File: src/rtl/cube_frame_sequencer_if.sv
// cube_frame_sequencer_if: CPU control, cube_raster status and frame-level
// outputs of the frame sequencer, bundled as one interface.
// master = CPU/raster side driving the inputs, slave = sequencer.
interface cube_frame_sequencer_if #(
   parameter int FRAME_CNT_W = 8
);
   logic                   start;
   logic                   repeat_en;
   logic                   abort;
   logic                   clear_err;
   logic                   finished_in;
   logic                   drq_in;
   logic                   raster_rst_n;
   logic                   drq_out;
   logic                   sout_en;
   logic                   busy;
   logic                   frame_done;
   logic [FRAME_CNT_W-1:0] frame_count;
   logic                   err;

   modport master (
      output start, repeat_en, abort, clear_err, finished_in, drq_in,
      input  raster_rst_n, drq_out, sout_en, busy, frame_done, frame_count, err
   );

   modport slave (
      input  start, repeat_en, abort, clear_err, finished_in, drq_in,
      output raster_rst_n, drq_out, sout_en, busy, frame_done, frame_count, err
   );
endinterface

File: src/rtl/cube_frame_sequencer.sv
// cube_frame_sequencer: frame-level supervisor for cube_raster.
// IDLE -> RUN on start, RUN -> LATCH on finished/abort, LATCH holds the raster
// in reset with LED lines low for LATCH_CYCLES, then restarts or idles.
// Optional frame watchdog (RUN -> ERROR) built when CUBE_SEQ_WATCHDOG_EN is defined.
// All outputs are registered from the next state, so they line up with the
// state the sequencer is in during that cycle.
module cube_frame_sequencer #(
   parameter int LATCH_CYCLES  = 1200,
   parameter int CNT_W         = 16,
   parameter int FRAME_CNT_W   = 8,
   parameter int FRAME_TIMEOUT = 60000
) (
   input  logic                   clk_i,
   input  logic                   reset_i,
   cube_frame_sequencer_if.slave  bus
);

   typedef enum logic [1:0] {
      S_IDLE  = 2'd0,
      S_RUN   = 2'd1,
      S_LATCH = 2'd2,
      S_ERROR = 2'd3
   } state_t;

   localparam logic [CNT_W-1:0] LATCH_LOAD = CNT_W'(LATCH_CYCLES - 1);

   state_t                 state_q, state_d;
   logic [CNT_W-1:0]       lcnt_q, lcnt_d;
   logic [FRAME_CNT_W-1:0] fcnt_q, fcnt_d;
   logic                   raster_q, sout_q, drq_q, busy_q, fd_q, err_q;

`ifdef CUBE_SEQ_WATCHDOG_EN
   localparam logic [CNT_W-1:0] WD_LAST = CNT_W'(FRAME_TIMEOUT - 1);
   logic [CNT_W-1:0] wd_q, wd_d;
`else
   // Watchdog absent: clear_err and the timeout have no function.
   localparam int unused_timeout = FRAME_TIMEOUT;
   logic unused_clear_err;
   assign unused_clear_err = bus.clear_err;
`endif

   // Next-state, latch-gap counter and frame counter.
   always_comb begin
      state_d = state_q;
      lcnt_d  = lcnt_q;
      fcnt_d  = fcnt_q;
`ifdef CUBE_SEQ_WATCHDOG_EN
      wd_d    = wd_q;
`endif
      case (state_q)
         S_IDLE: begin
            if (bus.start && !bus.abort) begin
               state_d = S_RUN;
`ifdef CUBE_SEQ_WATCHDOG_EN
               wd_d    = '0;
`endif
            end
         end
         S_RUN: begin
`ifdef CUBE_SEQ_WATCHDOG_EN
            wd_d = wd_q + 1'b1;
`endif
            // finished beats both timeout and abort on the same cycle
            if (bus.finished_in) begin
               state_d = S_LATCH;
               lcnt_d  = LATCH_LOAD;
               fcnt_d  = fcnt_q + 1'b1;
            end
`ifdef CUBE_SEQ_WATCHDOG_EN
            else if (wd_q == WD_LAST) begin
               state_d = S_ERROR;
            end
`endif
            else if (bus.abort) begin
               state_d = S_LATCH;
               lcnt_d  = LATCH_LOAD;
            end
         end
         S_LATCH: begin
            // abort never shortens the gap, it only vetoes the restart
            if (lcnt_q == '0) begin
               if (bus.repeat_en && !bus.abort) begin
                  state_d = S_RUN;
`ifdef CUBE_SEQ_WATCHDOG_EN
                  wd_d    = '0;
`endif
               end else begin
                  state_d = S_IDLE;
               end
            end else begin
               lcnt_d = lcnt_q - 1'b1;
            end
         end
`ifdef CUBE_SEQ_WATCHDOG_EN
         S_ERROR: begin
            if (bus.clear_err) state_d = S_IDLE;
         end
`endif
         default: state_d = S_IDLE;
      endcase
   end

   // State/counter registers and registered outputs derived from next state.
   always_ff @(posedge clk_i) begin
      if (!reset_i) begin
         state_q  <= S_IDLE;
         lcnt_q   <= '0;
         fcnt_q   <= '0;
         raster_q <= 1'b0;
         sout_q   <= 1'b0;
         drq_q    <= 1'b0;
         busy_q   <= 1'b0;
         fd_q     <= 1'b0;
         err_q    <= 1'b0;
`ifdef CUBE_SEQ_WATCHDOG_EN
         wd_q     <= '0;
`endif
      end else begin
         state_q  <= state_d;
         lcnt_q   <= lcnt_d;
         fcnt_q   <= fcnt_d;
         raster_q <= (state_d == S_RUN);
         sout_q   <= (state_d == S_RUN);
         drq_q    <= (state_d == S_RUN) && bus.drq_in;
         busy_q   <= (state_d != S_IDLE);
         // high during the last gap cycle (counter at zero)
         fd_q     <= (state_d == S_LATCH) && (lcnt_d == '0);
`ifdef CUBE_SEQ_WATCHDOG_EN
         err_q    <= (state_d == S_ERROR);
         wd_q     <= wd_d;
`else
         err_q    <= 1'b0;
`endif
      end
   end

   assign bus.raster_rst_n = raster_q;
   assign bus.sout_en      = sout_q;
   assign bus.drq_out      = drq_q;
   assign bus.busy         = busy_q;
   assign bus.frame_done   = fd_q;
   assign bus.frame_count  = fcnt_q;
   assign bus.err          = err_q;

endmodule

File: src/flat_wrapper.sv
// flat-port wrapper written by rule: the top's interface ports become plain ports
module cube_frame_sequencer_flat 
#(
   parameter int LATCH_CYCLES  = 1200,
   parameter int CNT_W         = 16,
   parameter int FRAME_CNT_W   = 8,
   parameter int FRAME_TIMEOUT = 60000
)
  (clk_i, reset_i, bus_start, bus_repeat_en, bus_abort, bus_clear_err, bus_finished_in, bus_drq_in, bus_raster_rst_n, bus_drq_out, bus_sout_en, bus_busy, bus_frame_done, bus_frame_count, bus_err);
  cube_frame_sequencer_if #(.FRAME_CNT_W(FRAME_CNT_W)) bus_i ();
  input  logic clk_i;
  input  logic reset_i;
  input wire logic [$bits(bus_i.start)-1:0] bus_start;
  input wire logic [$bits(bus_i.repeat_en)-1:0] bus_repeat_en;
  input wire logic [$bits(bus_i.abort)-1:0] bus_abort;
  input wire logic [$bits(bus_i.clear_err)-1:0] bus_clear_err;
  input wire logic [$bits(bus_i.finished_in)-1:0] bus_finished_in;
  input wire logic [$bits(bus_i.drq_in)-1:0] bus_drq_in;
  output wire logic [$bits(bus_i.raster_rst_n)-1:0] bus_raster_rst_n;
  output wire logic [$bits(bus_i.drq_out)-1:0] bus_drq_out;
  output wire logic [$bits(bus_i.sout_en)-1:0] bus_sout_en;
  output wire logic [$bits(bus_i.busy)-1:0] bus_busy;
  output wire logic [$bits(bus_i.frame_done)-1:0] bus_frame_done;
  output wire logic [$bits(bus_i.frame_count)-1:0] bus_frame_count;
  output wire logic [$bits(bus_i.err)-1:0] bus_err;
  assign bus_i.start = bus_start;
  assign bus_i.repeat_en = bus_repeat_en;
  assign bus_i.abort = bus_abort;
  assign bus_i.clear_err = bus_clear_err;
  assign bus_i.finished_in = bus_finished_in;
  assign bus_i.drq_in = bus_drq_in;
  assign bus_raster_rst_n = bus_i.raster_rst_n;
  assign bus_drq_out = bus_i.drq_out;
  assign bus_sout_en = bus_i.sout_en;
  assign bus_busy = bus_i.busy;
  assign bus_frame_done = bus_i.frame_done;
  assign bus_frame_count = bus_i.frame_count;
  assign bus_err = bus_i.err;
  cube_frame_sequencer #(.LATCH_CYCLES(LATCH_CYCLES), .CNT_W(CNT_W), .FRAME_CNT_W(FRAME_CNT_W), .FRAME_TIMEOUT(FRAME_TIMEOUT)) u_core (.clk_i(clk_i), .reset_i(reset_i), .bus(bus_i));
endmodule
File: config.mk
export PLATFORM = sky130hd
export DESIGN_NAME = cube_frame_sequencer_flat
export DESIGN_NICKNAME = d
export VERILOG_FILES = /design/src/rtl/cube_frame_sequencer_if.sv /design/src/rtl/cube_frame_sequencer.sv /design/src/flat_wrapper.sv
export SDC_FILE = /design/constraint.sdc
export NUM_CORES = 1
export LEC_CHECK = 0
export ABC_AREA = 1
export CELL_PAD_IN_SITES_DETAIL_PLACEMENT = 0
export CELL_PAD_IN_SITES_GLOBAL_PLACEMENT = 2
export CORE_MARGIN = 4
export CORE_UTILIZATION = 32
export CTS_CLUSTER_DIAMETER = 200
export CTS_CLUSTER_SIZE = 14
export DETAILED_ROUTE_END_ITERATION = 10
export PLACE_DENSITY_LB_ADDON = 0.15
export SLEW_MARGIN = 25
export SYNTH_ARGS = -nofsm -noshare
export SYNTH_HDL_FRONTEND = slang
export SYNTH_SLANG_ARGS = --single-unit
export TNS_END_PERCENT = 5
File: constraint.sdc
create_clock -name clk_i -period 3.6 [get_ports clk_i]
set_input_delay 0.36 -clock clk_i [delete_from_list [all_inputs] [get_ports clk_i]]
set_output_delay 0.36 -clock clk_i [all_outputs]
set_load 0.05 [all_outputs]
==> impl_results.md <==
- Largest buffer count on any clock path: 2
- Top cell type's share of synthesized area: 0.306
- Synth area leader: dfxtp_1
- Reg2reg start: u_core.state_q[0]$_SDFF_PN0_
- Distinct cells, synth: 29
- Worst hold path type: flop to flop
- Hold path endpoint: u_core.bus.frame_count[7]$_SDFFE_PN0P_
- Slowest CP cell: ha_1
- Crit-path cells: inv_1, ha_1, inv_1, nor2_1, o21ai_0, nand2_1, nand3_1, nor2_1, nand3_1, nor2_2
- Worst setup path startpoint: u_core.state_q[0]$_SDFF_PN0_
- Fillers: 655
- Row cnt: 28
- RD Place Congestion: 0.798
- First-pass DRT Iterations: 4
- Root buffer cell: clkbuf_8
- Clock Sinks: 30
- Register area share after synthesis: 0.306
- CP top delay family: simple AND/OR/NAND/NOR gates
- Top FF cell, synth: dfxtp_1
- Die Ht: 86.3 um
- Area of the core: 0.00592 mm^2
- Routed WL: 5.18 mm
- Period minus WS final: 2140 ps
- Ranking of synthesized cells by area: dfxtp_1 31%, nand2_1 17%, nor2_1 10%
- Post-CTS sizing: 0
- Rel. slew slack: 0.509
- H-tree levels: 2
- Gr usage total: 0.154
- Layout area overhead: 16.3%
- FF-to-FF path depth: 10
- Yosys warns: 0
- CP required: 3830 ps
- Max stage delay on crit path: 570 ps
- RSZ-0062 raised after global routing: false
- Setup TNS: 0 ps
- Crit-path max FO: 12
- Post-DP HPWL: 3.88 mm
- Hold Path Origin: u_core.bus.frame_count[7]$_SDFFE_PN0P_
- Fin crit share: 0.594
- Endpoints failing setup: 0
- Final ANT Viol Nets: 0
- Worst slew pin tran: 736 ps
- IO Port Bufs: 19
- Vias in the first global route: 1,945
- Syn Area/Cell: 6.01 um^2
- Drt via density: 4.61
- First-pass GRT wire length: 8.98 mm
- Setup Skew: 3.87 ps
- FFs w/ async S/R, synth: 0
- Post-route cell area: 0.00228 mm^2
- Worst Path Class, Setup: flop to flop
- Leak: 1.08 nW
- Initial Utilization: 0.331
- Setup bufs post-CTS: 0
- P per Cell Area: 549 mW/mm^2
- Mapped Nets: 340
- VDD IR max: 181 uV
- Largest net degree at the start of global routing: 22
- Total CTS buffers: 5
- 1st-iter DRT viols: 86
- Netlist Area Pre-Place: 0.00196 mm^2
- Die width: 86.3 um
- R2R setup slack: 1460 ps
- Hold buffers post-CTS: 0
- Worst-Skew Late Latency: 280 ps
- Final Hold Viols: 0
- GR Overflow Total: 0
- Max cap viols: 0
- Status: finished, final reports clean
- Critical path arrival: 2360 ps
- Layout cell share with drive strength beyond 1: 0.0698
- WP buf/inv: 2
- IO Pins: 22
- Flops & latches, synth: 30
- Startpoint Class: flop
- Most frequent cell after synthesis: nand2_1
- Post-synth EDFFs: 0
- Max Slew Vio Count: 0
- Diode count: 0
- DR WL/cell: 12.4 um
- Clock-pin slew on the worst setup and hold paths: 70 ps
- Reg-to-reg endpoint: u_core.bus.frame_done$_SDFF_PN0_
- Hold Path Stages: 2
- CTS tree: done
- DP Area: 0.00219 mm^2
- Fmax: 468 MHz
- CP endpoint kind: flop
- Post-Syn Instances: 326
- Drt drc: 0
- DIE AREA: 0.00744 mm^2
- DR vias: 1,933
- Synth cell count leaders: 91 x nand2_1, 54 x nor2_1, 43 x inv_1
- Initial antenna violation count: 0
- Final net count: 357
final cells by class:
cell class | instances | area (um^2) | share of cell area
clock buffer | 7 | 86.3 | 0.0378
sequential | 30 | 601 | 0.263
clock inverter | 1 | 5.00 | 0.00219
timing repair buffer | 20 | 198 | 0.0867
multi-input combinational | 242 | 1130 | 0.496
tap | 75 | 93.8 | 0.0411
inverter | 44 | 165 | 0.0724
state kept, by name (all words and copies together), names as in the netlist:
name                     flops
u_core.bus.raster_rst_n      1
u_core.bus.drq_out           1
u_core.bus.frame_done        1
u_core.state_q               2
u_core.bus.busy              1
u_core.lcnt_q               16
u_core.bus.frame_count       8
cell families (layout without fill, tap and decap cells):
family,Yosys count,in the layout,synth area share
AOI/OAI and AO/OA,42,42,0.112
xor gates and xnor gates,2,2,0.00894
adders and majority gates,6,6,0.0383
buffers and inverters,54,72,0.116
DFF,30,30,0.306
other,1,1,0.00191
and+or+nand+nor,191,191,0.416
cell usage in the layout, fill, tap and decap left out:
| cell | netlist | final |
|---|---|---|
| nand3_1 | 25 | 25 |
| nor3_1 | 1 | 1 |
| inv_1 | 43 | 43 |
| nand2_4 | 1 | 1 |
| nor2_2 | 4 | 4 |
| clkbuf_8 | 0 | 6 |
| nand2_2 | 7 | 7 |
| nand4_1 | 4 | 4 |
| conb_1 | 1 | 1 |
| o21ai_0 | 19 | 19 |
| a21oi_2 | 1 | 1 |
| inv_2 | 1 | 1 |
| a21oi_1 | 16 | 16 |
| nor3b_1 | 2 | 2 |
| o21bai_1 | 1 | 1 |
| a31oi_1 | 1 | 1 |
| a22oi_1 | 1 | 1 |
| clkdlybuf4s50_1 | 0 | 19 |
| ha_1 | 6 | 6 |
| nand2_1 | 91 | 91 |
| nor2_1 | 54 | 54 |
| clkinv_2 | 0 | 1 |
| xor2_1 | 2 | 2 |
| nand3_2 | 1 | 1 |
| nor2_4 | 1 | 1 |
| clkbuf_1 | 3 | 1 |
| o21ai_1 | 3 | 3 |
| buf_4 | 2 | 1 |
| dfxtp_1 | 30 | 30 |
worst register-to-register path, stage by stage (launching register included):
cell and delay, ps:
dfxtp_1 360, inv_1 90, ha_1 570, inv_1 270, nor2_1 130, o21ai_0 140
nand2_1 110, nand3_1 70, nor2_1 130, nand3_1 100, nor2_2 100
stage by stage:
step | utilization | setup slack [ps] | std cells | total power, W | hold slack, ps
floorplan | - | 1890 | 326 | 0.000870 | 479
global placement | 0.370 | 1380 | 411 | 0.000979 | 455
detailed placement | 0.370 | 1400 | 411 | 0.000976 | 457
CTS | 0.385 | 1400 | 419 | 0.00127 | 469
global route | 0.385 | 1240 | 419 | 0.00138 | 515
finish | 0.385 | 1460 | 419 | 0.00125 | 465
where the power goes:
part           leakage [nW]  internal (W)  switching, W
Combinational         0.789      0.000176      0.000397
Clock                0.0482      0.000154      0.000137
Sequential            0.243      0.000361     0.0000264
routing by layer:
metal  vias to the layer above  wire length [um]  global-route usage
met3                         9               200              0.0285
met1                       842              2520               0.198
li1                       1046                 -                   -
met4                         0               100              0.0538
met5                         -                 0                   0
met2                        36              2360               0.258
worst max-delay path by stage:
stage	to	slack, ps	depth (start not counted)
floorplan	u_core.bus.frame_count[7]$_SDFFE_PN0P_	1890	12
global placement	u_core.bus.frame_done$_SDFF_PN0_	1380	13
detailed placement	u_core.bus.frame_done$_SDFF_PN0_	1400	13
CTS	u_core.bus.frame_done$_SDFF_PN0_	1400	9
global route	u_core.bus.frame_done$_SDFF_PN0_	1240	10
finish	u_core.bus.frame_done$_SDFF_PN0_	1460	10
(Power assumes the default switching activity.)
